**config.mk**
```make
export PLATFORM = sky130hd
export DESIGN_NAME = kar_sweep
export DESIGN_NICKNAME = d
export VERILOG_FILES = /design/src/rtl/kar_pkg.sv /design/src/rtl/kar_sweep.sv
export SDC_FILE = /design/constraint.sdc
export NUM_CORES = 1
export LEC_CHECK = 0
export ABC_AREA = 1
export BUFFER_PORTS_ARGS = -buffer_cell sky130_fd_sc_hd__buf_4
export CAP_MARGIN = 20
export CORE_ASPECT_RATIO = 1.2
export CORE_MARGIN = 10
export CORE_UTILIZATION = 55
export CTS_CLUSTER_SIZE = 40
export DETAILED_ROUTE_END_ITERATION = 10
export PLACE_DENSITY = 0.79
export SLEW_MARGIN = 20
export SYNTH_ARGS = -nofsm -noshare
export SYNTH_HDL_FRONTEND = slang
export SYNTH_SLANG_ARGS = --single-unit
```
**constraint.sdc**
```tcl
create_clock -name clk -period 2.83 [get_ports clk]
set_input_delay 0.7075 -clock clk [delete_from_list [all_inputs] [get_ports clk]]
set_output_delay 0.7075 -clock clk [all_outputs]
set_load 0.05 [all_outputs]
```
**src/rtl/kar_pkg.sv**
```systemverilog
// Shared definitions for the kar truth-table sweeper.
// Vector count, index width, FSM states and the index-to-pin mapping.
package kar_pkg;

    localparam int KAR_NVEC  = 16;
    localparam int KAR_IDX_W = 4;

    typedef enum logic [1:0] {
        IDLE = 2'd0,
        RUN  = 2'd1,
        DONE = 2'd2
    } state_t;

    // {a,b,c,d} with a as the MSB of the vector index
    function automatic logic [3:0] vec2abcd(input logic [KAR_IDX_W-1:0] idx);
        return idx;
    endfunction

endpackage

```
**src/rtl/kar_sweep.sv**
```systemverilog
// Drives all 16 input vectors into kar, samples out after a settle delay,
// and compares the observed truth table against an expected minterm mask.
module kar_sweep
    import kar_pkg::*;
#(
    parameter logic [15:0] EXPECT = 16'h0000,
    parameter int          SETTLE = 1,
    parameter int          CNT_W  = 4
) (
    input  logic        clk,
    input  logic        rst_n,
    input  logic        start,
    input  logic        out,
    output logic        a,
    output logic        b,
    output logic        c,
    output logic        d,
    output logic        busy,
    output logic        done,
    output logic        pass,
    output logic [15:0] truth_table,
    output logic [4:0]  fail_cnt,
    output logic [3:0]  first_fail
);

    localparam logic [CNT_W-1:0]     SETTLE_C = CNT_W'(SETTLE);
    localparam logic [KAR_IDX_W-1:0] LAST_IDX = KAR_IDX_W'(KAR_NVEC - 1);

    state_t                 state_q, state_d;
    logic [KAR_IDX_W-1:0]   idx_q, idx_d;
    logic [CNT_W-1:0]       cnt_q, cnt_d;
    logic [KAR_NVEC-1:0]    tt_q, tt_d;
    logic [4:0]             fc_q, fc_d;
    logic [KAR_IDX_W-1:0]   ff_q, ff_d;

    always_comb begin
        state_d = state_q;
        idx_d   = idx_q;
        cnt_d   = cnt_q;
        tt_d    = tt_q;
        fc_d    = fc_q;
        ff_d    = ff_q;
        unique case (state_q)
            IDLE, DONE: begin
                if (start) begin
                    state_d = RUN;
                    idx_d   = '0;
                    cnt_d   = SETTLE_C;
                    tt_d    = '0;
                    fc_d    = '0;
                    ff_d    = '0;
                end
            end
            RUN: begin
                if (cnt_q != '0) begin
                    cnt_d = cnt_q - 1'b1;
                end else begin
                    tt_d[idx_q] = out;
                    if (out != EXPECT[idx_q]) begin
                        fc_d = fc_q + 5'd1;
                        if (fc_q == 5'd0) begin
                            ff_d = idx_q;
                        end
                    end
                    // last vector stays on the pins through DONE
                    if (idx_q == LAST_IDX) begin
                        state_d = DONE;
                    end else begin
                        idx_d = idx_q + 1'b1;
                        cnt_d = SETTLE_C;
                    end
                end
            end
            default: state_d = IDLE;
        endcase
    end

    always_ff @(posedge clk or negedge rst_n) begin
        if (!rst_n) begin
            state_q <= IDLE;
            idx_q   <= '0;
            cnt_q   <= '0;
            tt_q    <= '0;
            fc_q    <= '0;
            ff_q    <= '0;
        end else begin
            state_q <= state_d;
            idx_q   <= idx_d;
            cnt_q   <= cnt_d;
            tt_q    <= tt_d;
            fc_q    <= fc_d;
            ff_q    <= ff_d;
        end
    end

    assign {a, b, c, d}  = vec2abcd(idx_q);
    assign busy          = (state_q == RUN);
    assign done          = (state_q == DONE);
    assign pass          = done && (fc_q == 5'd0);
    assign truth_table   = tt_q;
    assign fail_cnt      = fc_q;
    assign first_fail    = ff_q;

endmodule
```
==> results.json <==
{
  "ys_top_cells_by_area": "dfrtp_1 (44%), nand2_1 (12%), nand3_1 (8.9%)",
  "numPortBuffers": 35,
  "cts.path.max_buffers": 2,
  "critPathArrivalTime_ps": 1520,
  "nets": 289,
  "max_freq_ghz": 0.448,
  "antenna_found_initial": 0,
  "postCtsHoldBufs": 0,
  "fp.coreArea_mm2": 0.00340,
  "fin_cells": 315,
  "first_pass_iters": 4,
  "cts_tree": "built",
  "synth-seq-area-share_pct": 44.4,
  "synth_top_area_share_pct": 44.4,
  "yosys_register_bits": 35,
  "vias": 1671,
  "synth_flop_cell": "dfrtp_1",
  "clkSinkCount": 35,
  "fin_worst_skew_ps": 3.29,
  "cts_setup_buffers": 0,
  "syn_nets": 254,
  "die_w_um": 74.7,
  "hold_viol_final": 0,
  "overflow": 0,
  "period_share_pct": 78.8,
  "ioPinCount": 36,
  "drive_above_1_share_pct": 21.9,
  "clk_pin_slew_ps": 70,
  "drt_wl_total_um": 4270,
  "avgSynthCellArea_um2": 8.16,
  "ctsHtreeMaxLevel": 2,
  "first_global_vias": 1643,
  "drc": 0,
  "reg2reg_slack_ps": 720,
  "synth_edf_count": 0,
  "rsz0062_at_grt": "false",
  "critPathBufInv": 2,
  "cts.repair.resized": 0,
  "synth-async-reset-ratio_pct": 100,
  "grt_max_degree": 36,
  "hold_class": "input port to async pin",
  "critPathTopFamily": "flip-flops",
  "ys_types": 28,
  "path_cells": "nand2_2, clkinv_4, buf_4",
  "startpoint_type": "flop",
  "syn_area_mm2": 0.00197,
  "yosysMostFrequentCell": "nand2_1",
  "drt-initial-drc-count": 98,
  "synth_top_family_by_area": "simple AND/OR/NAND/NOR gates",
  "numCtsBuffers": 5,
  "worst_pin_slew_ps": 453,
  "synthAdderAreaFrac_pct": 5.07,
  "vdd_drop_max_mv": 0.852,
  "period_needed_ps": 2230,
  "synthMuxAreaShare_pct": 0,
  "required_ps": 2120,
  "cp_max_fo": 17,
  "cpPeakStageDelay_ps": 450,
  "track_usage_pct": 14.2,
  "grt_pass1_wl_um": 7340,
  "num_antenna_cells": 0,
  "viasPerCell": 5.30,
  "synth-xor-area-share_pct": 1.33,
  "clock_latency_ps": 280,
  "yosysTopAreaCell": "dfrtp_1",
  "outcome": "finished, final reports clean",
  "finalSetupViolCount": 0,
  "worst_setup_path_end_kind": "primary output",
  "dp.cells": 307,
  "synth-compound-area-share_pct": 9.95,
  "dp_hpwl_um": 3200,
  "yosys-top-cells-count": "nand2_1 (61), dfrtp_1 (35), nand3_1 (35)",
  "post_drt_wl_per_cell_um": 13.5,
  "ant_nets": 0,
  "root_buffer": "clkbuf_8",
  "critPathSlowestCell": "dfrtp_1",
  "p_per_area_mw_per_mm2": 1260,
  "routabilityCongestion": 0.843,
  "num_rows": 23,
  "power.leakage_nw": 1.24,
  "fin_util_pct": 68.6,
  "max_cap_viol_count": 0,
  "dieArea_mm2": 0.00640,
  "syn2layout_area_growth_pct": 18.0,
  "slew_headroom_pct": 69.7,
  "slew_viol_final": 0,
  "synth_cells": 242,
  "crit_type": "flop to primary output",
  "setup_tns_ps": 0,
  "yosysWarnings": 0,
  "start_util_pct": 58.1,
  "die_y_um": 85.6,
  "synth_simple_gate_area_share_pct": 29.7
}
## layout make-up
type                       count  area, um2
sequential                    35        876
inverter                      31        121
fill                         282       1070
timing repair buffer          36        270
tap                           37       46.3
multi-input combinational    168        916
clock buffer                   8        100
## worst paths after layout
kind | from | end | depth (start not counted)
max | state_q[0] | busy | 3
min | rst_n | fail_cnt[3] | 1
max reg2reg | state_q[0] | idx_q[2] | 8
min reg2reg | truth_table[12] | truth_table[12] | 2
max in group asynchronous | rst_n | first_fail[2] | 1
min in group clk | truth_table[12] | truth_table[12] | 2
## metrics by stage
stage | total power [mW] | cell area (um2) | worst slack (ps) | hold WS [ps]
3_5_place_dp | 2.55 | 2230 | 723 | 461
6_report | 2.93 | 2330 | 599 | 362
4_1_cts | 2.95 | 2330 | 585 | 376
2_1_floorplan | 2.21 | 1980 | 276 | 412
3_3_place_gp | 2.52 | 2230 | 798 | 458
5_1_grt | 3.16 | 2330 | 485 | 392
## metal layers
layer,wire length (um),share of wire (%),up-vias,track usage (%)
li1,-,-,857,-
met1,1850,43,774,16.3
met2,2080,49,35,23.9
met3,283,6.6,5,4.04
met4,56,1.3,0,6.03
met5,0,0,-,0
## power breakdown
| group | switching, mW | internal, mW | total (mW) |
|---|---|---|---|
| sequential | 0.137 | 0.654 | 0.791 |
| clock | 0.172 | 0.222 | 0.394 |
| combinational | 1.26 | 0.493 | 1.75 |
| total | 1.57 | 1.37 | 2.93 |
## cells in the final DEF, fill, tap and decap left out, types with 7 or more instances in the layout
master	netlist	final
dfrtp_1	35	35
nand3_1	35	35
o21ai_0	11	11
inv_1	28	28
nand2_1	61	61
nor2_1	15	15
buf_4	1	36
clkbuf_8	0	7
ha_1	8	8
o21ai_1	12	12
## state kept, by name (all words and copies together) (netlist names)
name         cells
cnt_q            4
fail_cnt         5
first_fail       4
idx_q            4
state_q          2
truth_table     16
## cell families after synthesis
kind of cell,Yosys count
AOI/OAI and AO/OA,32
adders and majority gates,8
and+or+nand+nor,125
buffers and inverters,39
DFF,35
xor gates and xnor gates,3
No activity file was read; power rests on OpenSTA's default activity.
